`src/rtl/seq_mult_pkg.sv`:
```
// Shared types for the sequential shift-add multiplier.
package seq_mult_pkg;

    typedef enum logic [1:0] {
        IDLE  = 2'd0,
        ADD   = 2'd1,
        SHIFT = 2'd2,
        DONE  = 2'd3
    } state_e;

    localparam logic ADD_OP = 1'b0;
    localparam logic SUB_OP = 1'b1;

endpackage

```
`src/rtl/add_sub_n.sv`:
```
// Combinational W-bit adder/subtractor; operands are extended by one bit (sign or zero).
module add_sub_n
    import seq_mult_pkg::*;
#(
    parameter int unsigned W = 9
) (
    input  logic [W-2:0] a,
    input  logic [W-2:0] b,
    input  logic         sub,
    input  logic         sext,
    output logic [W-1:0] sum
);

    logic [W-1:0] a_x;
    logic [W-1:0] b_x;
    logic [W-1:0] b_op;

    always_comb begin
        a_x  = {sext & a[W-2], a};
        b_x  = {sext & b[W-2], b};
        b_op = (sub == SUB_OP) ? ~b_x : b_x;
        sum  = a_x + b_op + W'(sub);
    end

endmodule

```
`src/rtl/seq_mult_n.sv`:
```
// Sequential signed/unsigned shift-add multiplier with start/busy/done handshake.
module seq_mult_n
    import seq_mult_pkg::*;
#(
    parameter int unsigned WIDTH = 8,
    parameter int unsigned CNT_W = $clog2(WIDTH) + 1
) (
    input  logic               clk,
    input  logic               reset,
    input  logic               start,
    input  logic               signed_mode,
    input  logic [WIDTH-1:0]   mcand,
    input  logic [WIDTH-1:0]   mplier,
    output logic               busy,
    output logic               done,
    output logic [2*WIDTH-1:0] product
);

    localparam logic [CNT_W-1:0] LastCnt = CNT_W'(WIDTH - 1);

    state_e           state_q;
    logic             x_q;
    logic [WIDTH-1:0] a_q;
    logic [WIDTH-1:0] b_q;
    logic [WIDTH-1:0] s_q;
    logic             m_q;
    logic [CNT_W-1:0] cnt_q;

    logic             op_sel;
    logic [WIDTH:0]   sum;

    // The final partial product carries the multiplier's sign weight, so it is subtracted.
    assign op_sel = (m_q && (cnt_q == LastCnt)) ? SUB_OP : ADD_OP;

    add_sub_n #(
        .W(WIDTH + 1)
    ) u_add_sub (
        .a   (a_q),
        .b   (s_q),
        .sub (op_sel),
        .sext(m_q),
        .sum (sum)
    );

    always_ff @(posedge clk) begin
        if (reset) begin
            state_q <= IDLE;
            x_q     <= 1'b0;
            a_q     <= '0;
            b_q     <= '0;
            s_q     <= '0;
            m_q     <= 1'b0;
            cnt_q   <= '0;
            busy    <= 1'b0;
            done    <= 1'b0;
            product <= '0;
        end else begin
            done <= 1'b0;
            case (state_q)
                IDLE: begin
                    if (start) begin
                        s_q     <= mcand;
                        b_q     <= mplier;
                        m_q     <= signed_mode;
                        a_q     <= '0;
                        x_q     <= 1'b0;
                        cnt_q   <= '0;
                        busy    <= 1'b1;
                        state_q <= ADD;
                    end
                end
                ADD: begin
                    if (b_q[0]) begin
                        {x_q, a_q} <= sum;
                    end
                    state_q <= SHIFT;
                end
                SHIFT: begin
                    x_q     <= m_q ? x_q : 1'b0;
                    a_q     <= {x_q, a_q[WIDTH-1:1]};
                    b_q     <= {a_q[0], b_q[WIDTH-1:1]};
                    cnt_q   <= cnt_q + CNT_W'(1);
                    state_q <= (cnt_q == LastCnt) ? DONE : ADD;
                end
                DONE: begin
                    product <= {a_q, b_q};
                    done    <= 1'b1;
                    busy    <= 1'b0;
                    state_q <= IDLE;
                end
                default: state_q <= IDLE;
            endcase
        end
    end

endmodule
```
`config.mk`:
```
export PLATFORM = sky130hd
export DESIGN_NAME = seq_mult_n
export DESIGN_NICKNAME = d
export VERILOG_FILES = /design/src/rtl/seq_mult_pkg.sv /design/src/rtl/add_sub_n.sv /design/src/rtl/seq_mult_n.sv
export SDC_FILE = /design/constraint.sdc
export NUM_CORES = 1
export LEC_CHECK = 0
export BUFFER_PORTS_ARGS = -buffer_cell sky130_fd_sc_hd__buf_4
export CORE_ASPECT_RATIO = 1.25
export CORE_MARGIN = 2
export CORE_UTILIZATION = 56
export CTS_CLUSTER_DIAMETER = 120
export DETAILED_ROUTE_END_ITERATION = 7
export PLACE_DENSITY_LB_ADDON = 0.25
export SKIP_LAST_GASP = 1
export SYNTH_ARGS = -nofsm -noshare
export SYNTH_HDL_FRONTEND = slang
export SYNTH_SLANG_ARGS = --single-unit
```
`constraint.sdc`:
```
create_clock -name clk -period 3.2 [get_ports clk]
set_clock_uncertainty 0.2 [all_clocks]
set_input_delay 0.48 -clock clk [delete_from_list [all_inputs] [get_ports clk]]
set_output_delay 0.48 -clock clk [all_outputs]
set_load 0.02 [all_outputs]
```
==> flow_summary.ini <==
[global_routing]
grt_pass1_vias = 1929
overflow = 0
gr-usage-all-layers_pct = 21.8
grt_pass1_wl_mm = 8.89
grt_max_degree = 53
antenna_found_initial = 0

[floorplan]
ios = 38
die_width_um = 64.0
dieArea_um2 = 5050
num_rows = 27
die_h_um = 79.0
core_area_um2 = 4360
initial_core_util_pct = 57.8

[setup_path]
worst-path-max-fanout = 5
required_ps = 3220
cp.arrival_ps = 2950
worstSetupStartpointType = flop
crit_path_end_kind = flop
reg2regPathDepth = 9
path_class = reg2reg

[status]
status = completed

[clocking]
clk_latency_ps = 310
cts_tree = done
cts_buffer_depth = 2
post-cts-setup-buffers = 0
cts_buffers = 5
cts-root-buf = clkbuf_8
h-tree-depth = 2
path_clk_slew_ps = 90
cts_hold_buf = 0
postCtsResizedCells = 0
cts_sinks = 50

[logic_synthesis]
synth_cell_types = 46
synthCells = 282
ys_seq_elements = 50
synthesis.area_um2 = 2520
syn_area_per_cell_um2 = 8.93
yosys_warnings = 0
synthesis.nets = 316
synth.top_cell.area_share_pct = 39.7
yosys_most_used_dff = dfxtp_1
async_flop_share_pct = 0
yosysSeqAreaShare_pct = 39.7
synth-edff-count = 0
synth.area.top_cells = dfxtp_1 (40%), mux2i_1 (9.9%), ha_1 (6.5%), nor2_1 (5.5%), nand2_1 (4.8%)
synth_top_area_cell = dfxtp_1

[run]
max_cap_viol_count = 0

[pwr]
irDropWorstVdd_mv = 0.283
power.total_uw = 1390
p_leak_uw = 0.00115
power.density_nw_per_um2 = 476

[timing]
slew_viol_final = 0
layout_setup_ws_ps = 267
fin_crit_sh_pct = 91.6
setup_violations = 0
hold_violations = 0
finalSetupTns_ps = 0
slew_headroom_pct = 35.6
post-route-min-period_ps = 2930
max_freq_mhz = 341
fin_hold_ws_ps = 209
rsz0062_at_grt = false
worst_pin_slew_ps = 962

[detailed_routing]
wire_per_inst_um = 13.1
route.detailed.drc = 0
via_per_inst = 5.53
drtIter0Drc = 103
vias = 2070
wl_mm = 4.92
final_antenna_net_count = 0
dr.pass1.iters = 4

[min_path]
worstHoldPathCells = 3
hold_class = in2reg

[placement]
port_buffers = 37
placed_cell_area_um2 = 2830
place_ws_ps = 306
gp_congestion = 0.900
dp_hpwl_mm = 3.58

[layout]
fillers = 395
regArea_um2 = 1000
post_route_cells_drive_above_1_share_pct = 17.7
antenna_cells = 0
multiInputGateArea_um2 = 1420
areaGrowthSynthToFinish_pct = 16.1
nets = 349
fin_area_um2 = 2920
[kinds of logic (layout without fill, tap and decap cells)]
family	Yosys count	in the layout	synth area share, %
adders and majority gates	14	14	7.25
AOI/OAI and AO/OA	63	63	16.9
and+or+nand+nor	94	94	17.0
buffers and inverters	21	55	3.83
xor gates and xnor gates	14	14	4.87
muxes	26	26	10.4
DFF	50	50	39.7
[critical path: stages (launching register included)]
cell and delay (ps):
dfxtp_1 380, ha_1 240, nand4b_1 260, xnor2_1 210, ha_1 370, nand2_1 100, or3_4 360, a21oi_1 140
mux2_2 350, a221oi_1 230
[path summary, 6_finish.rpt]
check        endpoint     start  slack (ps)
max            a_q[5]  cnt_q[0]         270
min            s_q[6]  mcand[6]         210
max reg2reg    a_q[5]  cnt_q[0]         270
min reg2reg    s_q[4]    s_q[4]         270
[routing by layer]
| metal | routed length, µm | share of wire, % | track usage [%] | vias up |
|---|---|---|---|---|
| met2 | 2390 | 49 | 35.6 | 43 |
| met1 | 2220 | 45 | 28.4 | 948 |
| met3 | 210 | 4.3 | 4.25 | 13 |
| li1 | - | - | - | 1066 |
| met4 | 95 | 1.9 | 7.83 | 0 |
| met5 | 0 | 0 | 0 | - |
[power breakdown]
| group | internal, µW | switching, µW | total [µW] | leakage, µW |
|---|---|---|---|---|
| combinational | 123 | 185 | 308 | 0.000698 |
| clock | 174 | 209 | 383 | 0.0000472 |
| sequential | 666 | 35.5 | 702 | 0.000407 |
| total | 963 | 429 | 1390 | 0.00115 |
[cell type report]
type                       count  area share, %
multi-input combinational    211           48.6
inverter                       5          0.642
sequential                    50           34.2
timing repair buffer          42           10.8
clock buffer                   6           2.82
tap                           58           2.48
clock inverter                 2          0.428
[synth_stat cells (2+ instances only)]
master	instances
dfxtp_1	50
inv_1	5
a31oi_1	2
a2bb2oi_1	2
xnor2_1	11
a221oi_1	2
buf_1	2
nand2_1	32
nand3_1	4
clkbuf_1	7
xor2_1	3
or3_1	2
a21o_1	3
nor2_1	37
a22oi_1	4
o21a_1	2
ha_1	13
mux2i_1	25
nand4_1	3
a211oi_1	11
nor2b_1	3
a21oi_1	21
nand2b_1	3
nor3_1	3
o21ai_0	6
buf_2	5
nand3b_1	2
[flip-flops by register name (all words and copies together) (netlist names)]
register	cells
done	1
product	16
s_q	8
cnt_q	4
busy	1
a_q	8
m_q	1
b_q	8
x_q	1
state_q	2
[stage by stage]
step	utilization [%]	std cells
4_1_cts	67.1	374
3_3_place_gp	64.9	366
2_1_floorplan	-	282
3_5_place_dp	64.9	366
6_report	67.1	374
5_1_grt	67.1	374
[layout by cell type (no fill, tap or decap), drive strengths merged, types with 6 or more instances in the layout]
cell type / Yosys / final
buf: 9 / 42
xnor2: 11 / 11
dfxtp: 50 / 50
clkbuf: 7 / 6
ha: 13 / 13
nand2: 32 / 32
nor2: 37 / 37
o21ai: 6 / 6
mux2i: 25 / 25
a211oi: 12 / 12
a21oi: 21 / 21
No activity file was read; power rests on OpenSTA's default activity.
